==> config.mk <==
export PLATFORM = sky130hd
export DESIGN_NAME = datmem_arbiter
export DESIGN_NICKNAME = d
export VERILOG_FILES = /design/src/rtl/datmem_pkg.sv /design/src/rtl/datmem_arbiter_rr_arb2.sv /design/src/rtl/datmem_arbiter.sv
export SDC_FILE = /design/constraint.sdc
export NUM_CORES = 1
export LEC_CHECK = 0
export ABC_AREA = 0
export BUFFER_PORTS_ARGS = -buffer_cell sky130_fd_sc_hd__buf_4
export CORE_MARGIN = 5
export CORE_UTILIZATION = 44
export DETAILED_ROUTE_END_ITERATION = 16
export PLACE_DENSITY = 0.77
export SETUP_SLACK_MARGIN = 0.1
export SLEW_MARGIN = 20
export SYNTH_ARGS = -nofsm -noshare
export SYNTH_HDL_FRONTEND = slang
export SYNTH_SLANG_ARGS = --single-unit
==> constraint.sdc <==
create_clock -name CLK -period 5.81 [get_ports CLK]
set_clock_uncertainty 0.1 [all_clocks]
set_input_delay 1.162 -clock CLK [delete_from_list [all_inputs] [get_ports CLK]]
set_output_delay 1.162 -clock CLK [all_outputs]
set_load 0.1 [all_outputs]
==> src/rtl/datmem_pkg.sv <==
// ============================================================================
// datmem_pkg : shared types and default sizes for Datmem and its arbiter
// Revision   : 1.0
// ============================================================================
`default_nettype none

package datmem_pkg;

  localparam int C_AWIDTH  = 32;
  localparam int C_ALENGTH = 128;

  typedef enum logic [1:0] {
    IDLE   = 2'd0,
    ACCESS = 2'd1,
    RESP   = 2'd2
  } datmem_state_t;

endpackage

`default_nettype wire

==> src/rtl/datmem_arbiter_rr_arb2.sv <==
// ============================================================================
// rr_arb2 : combinational two-way round-robin pick
// Revision: 1.0
// ============================================================================
`default_nettype none

module rr_arb2 (
  input  logic req0,
  input  logic req1,
  input  logic last,
  output logic gnt_valid,
  output logic gnt_id
);

  always_comb begin
    gnt_valid = req0 | req1;
    // On a tie the port that did not win last time goes first.
    if (req0 && req1) begin
      gnt_id = ~last;
    end else begin
      gnt_id = req1;
    end
  end

endmodule

`default_nettype wire

==> src/rtl/datmem_arbiter.sv <==
// ============================================================================
// datmem_arbiter : two-port arbiter and IDLE/ACCESS/RESP sequencer for Datmem
// Revision       : 1.0
// ============================================================================
`default_nettype none

module datmem_arbiter
  import datmem_pkg::*;
#(
  parameter int AWIDTH  = C_AWIDTH,
  parameter int ALENGTH = C_ALENGTH
) (
  input  logic              CLK,
  input  logic              RST,
  input  logic              Req0,
  input  logic              Req1,
  input  logic              We0,
  input  logic              We1,
  input  logic [AWIDTH-1:0] Addr0,
  input  logic [AWIDTH-1:0] Addr1,
  input  logic [AWIDTH-1:0] WDat0,
  input  logic [AWIDTH-1:0] WDat1,
  output logic              Ack0,
  output logic              Ack1,
  output logic [AWIDTH-1:0] RDat0,
  output logic [AWIDTH-1:0] RDat1,
  output logic              Err0,
  output logic              Err1,
  output logic [AWIDTH-1:0] Addr,
  output logic [AWIDTH-1:0] WriDat,
  output logic              WE2,
  input  logic [AWIDTH-1:0] ReaDat
);

  datmem_state_t     r_state;
  datmem_state_t     w_next;
  logic              r_last;
  logic              r_id;
  logic              r_we;
  logic              r_oor;
  logic [AWIDTH-1:0] r_addr;
  logic [AWIDTH-1:0] r_wdat;
  logic [AWIDTH-1:0] r_rdat0;
  logic [AWIDTH-1:0] r_rdat1;

  logic              w_gnt_valid;
  logic              w_gnt_id;
  logic              w_we;
  logic [AWIDTH-1:0] w_addr;
  logic [AWIDTH-1:0] w_wdat;
  logic              w_oor;
  logic [AWIDTH-1:0] w_cap;

  rr_arb2 u_arb (
    .req0      (Req0),
    .req1      (Req1),
    .last      (r_last),
    .gnt_valid (w_gnt_valid),
    .gnt_id    (w_gnt_id)
  );

  assign w_we   = w_gnt_id ? We1   : We0;
  assign w_addr = w_gnt_id ? Addr1 : Addr0;
  assign w_wdat = w_gnt_id ? WDat1 : WDat0;
  assign w_oor  = (w_addr >= AWIDTH'(ALENGTH));
  assign w_cap  = (r_we || r_oor) ? '0 : ReaDat;

  always_ff @(posedge CLK or posedge RST) begin
    if (RST) begin
      r_state <= IDLE;
    end else begin
      r_state <= w_next;
    end
  end

  always_comb begin
    w_next = r_state;
    case (r_state)
      IDLE:    if (w_gnt_valid) w_next = ACCESS;
      ACCESS:  w_next = RESP;
      RESP:    w_next = IDLE;
      default: w_next = IDLE;
    endcase
  end

  always_ff @(posedge CLK or posedge RST) begin
    if (RST) begin
      r_last  <= 1'b1;
      r_id    <= 1'b0;
      r_we    <= 1'b0;
      r_oor   <= 1'b0;
      r_addr  <= '0;
      r_wdat  <= '0;
      r_rdat0 <= '0;
      r_rdat1 <= '0;
    end else begin
      if (r_state == IDLE && w_gnt_valid) begin
        r_last <= w_gnt_id;
        r_id   <= w_gnt_id;
        r_we   <= w_we;
        r_oor  <= w_oor;
        r_addr <= w_addr;
        r_wdat <= w_wdat;
      end
      if (r_state == ACCESS) begin
        if (r_id) begin
          r_rdat1 <= w_cap;
        end else begin
          r_rdat0 <= w_cap;
        end
      end
    end
  end

  // Memory-side signals are forced to zero outside ACCESS so no stray write can occur.
  always_comb begin
    Addr   = '0;
    WriDat = '0;
    WE2    = 1'b0;
    Ack0   = 1'b0;
    Ack1   = 1'b0;
    Err0   = 1'b0;
    Err1   = 1'b0;
    case (r_state)
      ACCESS: begin
        Addr   = r_addr;
        WriDat = r_wdat;
        WE2    = r_we & ~r_oor;
      end
      RESP: begin
        Ack0 = ~r_id;
        Ack1 = r_id;
        Err0 = ~r_id & r_oor;
        Err1 = r_id & r_oor;
      end
      default: ;
    endcase
  end

  assign RDat0 = r_rdat0;
  assign RDat1 = r_rdat1;

endmodule

`default_nettype wire

# After elaboration in Yosys (flattened, before gate mapping)
# Index checks and enable logic that the tools add are counted.
# word_totals
regBits	134
latch_bits	0
ram_bits	0
mem_bits_ro	0
in_bits	166
output_inout_bits	133
word_cells	40
n_memories	0
# op_classes
add_sub_neg	0
n_mul	0
div_mod_pow	0
magnitude_cmp	1
n_eq_ne	3
n_shift	0
muxes	14
n_bitwise	7
reduce_logical	6
# op_table
cell	n
two-way mux 32 bit	5
>= comparator 32 x 8 -> 1 bit (second input constant)	1
two-way mux 1 bit	7
one-hot mux 2 bit (2 select lines)	1
AND reduction 2 bit	2
AND 1 bit	3
NOT 1 bit	3
== test 2 x 1 -> 1 bit (second input constant)	1
== test 2 bit (second input constant)	1
logical AND 1 bit	2
logical NOT 2 bit	1
two-way mux 2 bit	1
inequality test 2 bit (second input constant)	1
logical OR 1 bit	1
bitwise OR 1 bit	1

# Longest topological paths before layout
# logic_depth
ltp_word	4
mapped_depth	7
ltp_nobuf	5

# Modules after synthesis
# A second synthesis with hierarchy kept.
# hier_totals
hier_cells	637
area_unflattened_um2	6172.2
# by_module_without_submodules
mod	instances	cells_each	area_per_inst_um2	seq_area_each_um2
datmem_arbiter	1	635	6158.4	3354.5
rr_arb2	1	2	13.8	0.0

# Worst setup path before layout
# No wires, ideal clock.
# synth_timing
path_kind	reg2out
start	register r_state[0]
end	output Ack0
arrival_ps	1909
required_time_ps	4548
slack_ps	2639
stages_incl_launch_ff	3
path_buffers	0
path_cell_list	dfrtp_1 nor2b_1 nor2b_1
# synth_between
elab_chain_cells	2
# synth_rtl
item	line_no	source
from (decl)	datmem_arbiter.sv:35	datmem_state_t r_state;
from (signal assigned)	datmem_arbiter.sv:72	r_state <= w_next;
== test 2 bit	datmem_arbiter.sv:124	case (r_state)
two-way mux 1 bit	datmem_arbiter.sv:124	
to (decl)	datmem_arbiter.sv:23	output logic Ack0,
# No other way between the ends.

# Worst setup path after layout
# layout_timing
start	register r_state[1]
end	output Addr[2]
# layout_between
elab_chain_cells	2
# layout_rtl
item	line_no	source
== test 2 x 1 -> 1 bit	datmem_arbiter.sv:124	
two-way mux 32 bit	datmem_arbiter.sv:124	
to (decl)	datmem_arbiter.sv:29	output logic [AWIDTH-1:0] Addr,
# No other way between the ends.

==> impl_metrics.csv <==
group,metric,value,unit
worst_setup_path,startpoint_type,"register",
layout,syn_to_final_growth,50.0,%
global_routing,grt_pass1_vias,5966,
logic_synthesis,synth.net_count,878,
worst_setup_path,cp-endpoint,"Addr[2]",
placed_design,gp_congestion,0.883,
drt,routed_wl,18900,um
timing,fin_setup_tns,0,ns
worst_setup_path,r2r_cells,5,
worst_setup_path,cp_common_cell,"sky130_fd_sc_hd__buf_4",
timing,final.period_utilization,59.1,%
worst_setup_path,delay_of_the_slowest_critical_path_stage,0.46,ns
floorplan,die_h,127,um
worst_setup_path,critical_path_class,"reg2out",
layout,multi_input_gate_area,2480,sq um
placed_design,port_buffers,298,
layout,layout.area.seq,3350,sq um
logic_synthesis,synth-edff-count,0,
layout,finish.instance_area,9040,sq um
drt,ant_nets,0,
worst_setup_path,reg2reg_slack,3.60,ns
power_and_ir_drop,power.share.clock,20.5,%
power_and_ir_drop,p_comb_share,55.7,%
power_and_ir_drop,netSwitchingFraction,52.9,%
logic_synthesis,synth.yosys.warnings,0,
floorplan,die_area,16100,sq um
drt,wl_met2,9270,um
layout,nets,1150,
power_and_ir_drop,vdd.ir_drop.worst,737,uV
global_routing,total_congestion_overflow,0,
clock_network,cts.repair_timing.setup_buffer_count,0,
logic_synthesis,async_flop_share,100,%
clock_network,ctsLongestPathBuffers,2,
timing,rsz_0062_raised_after_global_routing,"false",
clock_network,clock_tree_from_tritoncts,"built",
timing,slew_violations,0,
drt,highest-signal-layer,"met4",
clock_network,clk_latency,0.40,ns
power_and_ir_drop,net_switching_power,3040,uW
worst_setup_path,worstReg2RegStart,"r_last",
clock_network,cts_resized,0,
worst_setup_path,regToRegEndpoint,"r_oor",
timing,worstMarginPinSlew,0.975,ns
logic_synthesis,synth_seq_area_share,55.6,%
power_and_ir_drop,static-leakage-power,0.00442,uW
power_and_ir_drop,power.density,635,nW/um^2
power_and_ir_drop,pwr-share-seq,23.7,%
floorplan,io_pins,299,
power_and_ir_drop,internal-power,2700,uW
flow_run,timing.max_cap.violations,0,
timing,finalWorstPathRequiredPeriod,3.44,ns
worst_setup_path,timing.critical_path.cells,"nor2b_4 > buf_4 > and2_1 > buf_4",
status,run_status,"completed",
logic_synthesis,post_synthesis_area_per_instance,8.47,sq um
drt,number_of_drc_markers_in_iteration_0,322,
floorplan,initial_utilization,45.2,%
drt,wl_met1,7220,um
logic_synthesis,synthCells,712,
timing,finalSetupViolCount,0,
worst_setup_path,crit_family,"buffers and inverters",
layout,fillCellCount,1131,
drt,met3_length,1790,um
layout,drive_gt1_share,34.6,%
timing,finalHoldViolations,0,
floorplan,core.rowCount,42,
global_routing,grt_pass1_wl,29600,um
drt,dr_total_vias,5862,
worst_setup_path,critical_path.slowest_cell,"sky130_fd_sc_hd__buf_4",
logic_synthesis,commonest_register_cell_after_synthesis,"sky130_fd_sc_hd__dfrtp_1",
logic_synthesis,synthesis.area,6030,sq um
drt,route.detailed.wl_per_inst,16.1,um
global_routing,grt_antenna_before_repair,0,
clock_network,cts.sink_count,134,
worst_setup_path,cp-startpoint,"r_state[1]",
worst_setup_path,worst-path-buf-inv,2,
worst_setup_path,crit_required,4.55,ns
floorplan,die_width,127,um
drt,drt_pass1_iterations,5,
hold_path,hold_path.class,"reg2reg",
placed_design,placed_cell_area,8380,sq um
logic_synthesis,synth.ff_latch_count,134,
placed_design,hpwl,13800,um
worst_setup_path,worst-endpoint-arrival,2.17,ns
timing,max_clock_freq,291,MHz
logic_synthesis,yosys.cell_types.count,25,
timing,slew_headroom,34.8,%
floorplan,core_area,13300,sq um
global_routing,maximum_number_of_pins_on_one_net_before_global_route_repair,87,
layout,num_antenna_cells,0,
clock_network,holdBufCountCts,0,
worst_setup_path,path_depth,4,
worst_setup_path,critical_path.endpoint_type,"primary output",
clock_network,cts-buffers-inserted,17,
global_routing,grtUsageTotal,23.1,%
clock_network,clock_tree.htree_level_count,4,
clock_network,cts_root_buf,"sky130_fd_sc_hd__clkbuf_16",
clock_network,clk_transition_reported_paths,0.06,ns
drt,number_of_vias_per_cell,5.00,
worst_setup_path,path_max_fanout,51,
drt,drc,0,
==> through the flow <==
| stage | power (uW) | hold WS, ns | std cells | util (%) | worst slack, ns |
|---|---|---|---|---|---|
| after detailed placement | 4590 | 0.372 | 1141 | 62.8 | 2.80 |
| after global placement | 4540 | 0.362 | 1140 | 62.6 | 2.80 |
| after global routing | 6010 | 0.402 | 1173 | 67.7 | 2.20 |
| after floorplan | 3870 | 0.368 | 712 | - | 0.967 |
| final | 5740 | 0.379 | 1173 | 67.7 | 2.37 |
| after CTS | 5770 | 0.385 | 1173 | 67.7 | 2.35 |
==> cells in the mapped netlist (2+ instances only) <==
master                     count  area share (%)
sky130_fd_sc_hd__nor2b_1       3            0.31
sky130_fd_sc_hd__clkbuf_1     37             2.3
sky130_fd_sc_hd__a31oi_1      65             6.7
sky130_fd_sc_hd__dfrtp_1     133              55
sky130_fd_sc_hd__nand4_1       4            0.42
sky130_fd_sc_hd__nand2_1     230              14
sky130_fd_sc_hd__o21ai_0      67             5.6
sky130_fd_sc_hd__and2_1       65             6.7
sky130_fd_sc_hd__buf_1         3            0.19
sky130_fd_sc_hd__buf_2        10            0.83
sky130_fd_sc_hd__or4_1         2            0.25
sky130_fd_sc_hd__nor4_1       10             1.0
sky130_fd_sc_hd__nor2_1       71             4.4
==> how the worst min path moves through the flow <==
stage               from        end  depth (start not counted)  slack, ns
4_1_cts         RDat0[8]   RDat0[8]                          2       0.38
5_1_grt        RDat0[31]  RDat0[31]                          2       0.40
3_5_place_dp    RDat0[8]   RDat0[8]                          2       0.37
3_3_place_gp    RDat1[6]   RDat1[6]                          2       0.36
2_1_floorplan     r_last     r_last                          2       0.37
6_report       RDat0[17]  RDat0[17]                          2       0.38
==> per-layer routing <==
metal	GRT usage, %	vias up
li1	-	2898
met1	26.6	2683
met2	38.6	243
met3	8.56	38
met4	10.1	0
met5	0	-
==> cell usage in the layout (no fill, tap or decap), drive strengths merged <==
master / synthesis / layout
buf: 14 / 305
nand2: 230 / 230
dfrtp: 133 / 133
nor2: 71 / 71
o21ai: 67 / 67
a31oi: 65 / 65
and2: 65 / 65
clkbuf: 38 / 20
nor4: 10 / 10
bufinv: 0 / 5
clkinv: 0 / 5
nand4: 4 / 4
clkinvlp: 0 / 3
nor2b: 3 / 3
or4: 2 / 2
a21boi: 1 / 1
a21bo: 1 / 1
nand2b: 1 / 1
and3b: 1 / 1
and3: 1 / 1
inv: 2 / 1
a222oi: 1 / 1
a21oi: 1 / 1
dfstp: 1 / 1
==> sequential cells by signal (all words and copies together) (netlist names) <==
signal   count
r_state      2
r_last       1
RDat0       32
r_addr      32
r_oor        1
r_wdat      32
r_id         1
r_we         1
RDat1       32
==> power groups by stage <==
stage          Combinational [uW]  Sequential (uW)  Clock (uW)
3_5_place_dp                 3210             1370           0
5_1_grt                      3370             1400        1240
3_3_place_gp                 3180             1370           0
6_report                     3200             1360        1180
4_1_cts                      3220             1360        1200
2_1_floorplan                2330             1550           0
==> kinds of logic (layout without fill, tap and decap cells) <==
logic type	count (synthesis)	in the layout	synth area share (%)
AND/OR/NAND/NOR	388	388	27.9
flip-flops	134	134	55.6
AO/OA/AOI/OAI	136	136	12.8
buffers and inverters	54	339	3.65
==> worst reg2reg max path, cell delays in order (launching register included) <==
cell and delay, ns:
sky130_fd_sc_hd__dfstp_2 0.57, sky130_fd_sc_hd__a21bo_2 0.14, sky130_fd_sc_hd__buf_4 0.58, sky130_fd_sc_hd__nand4_1 0.20
sky130_fd_sc_hd__a222oi_1 0.37, sky130_fd_sc_hd__a21oi_1 0.11
==> area by class of cell <==
type,count,share of cell area (%)
timing repair buffer,305,25.6
clock buffer,20,5.05
sequential,134,37.1
tap,176,2.44
inverter,2,0.152
clock inverter,12,2.21
multi-input combinational,524,27.5
(Power assumes the default switching activity.)
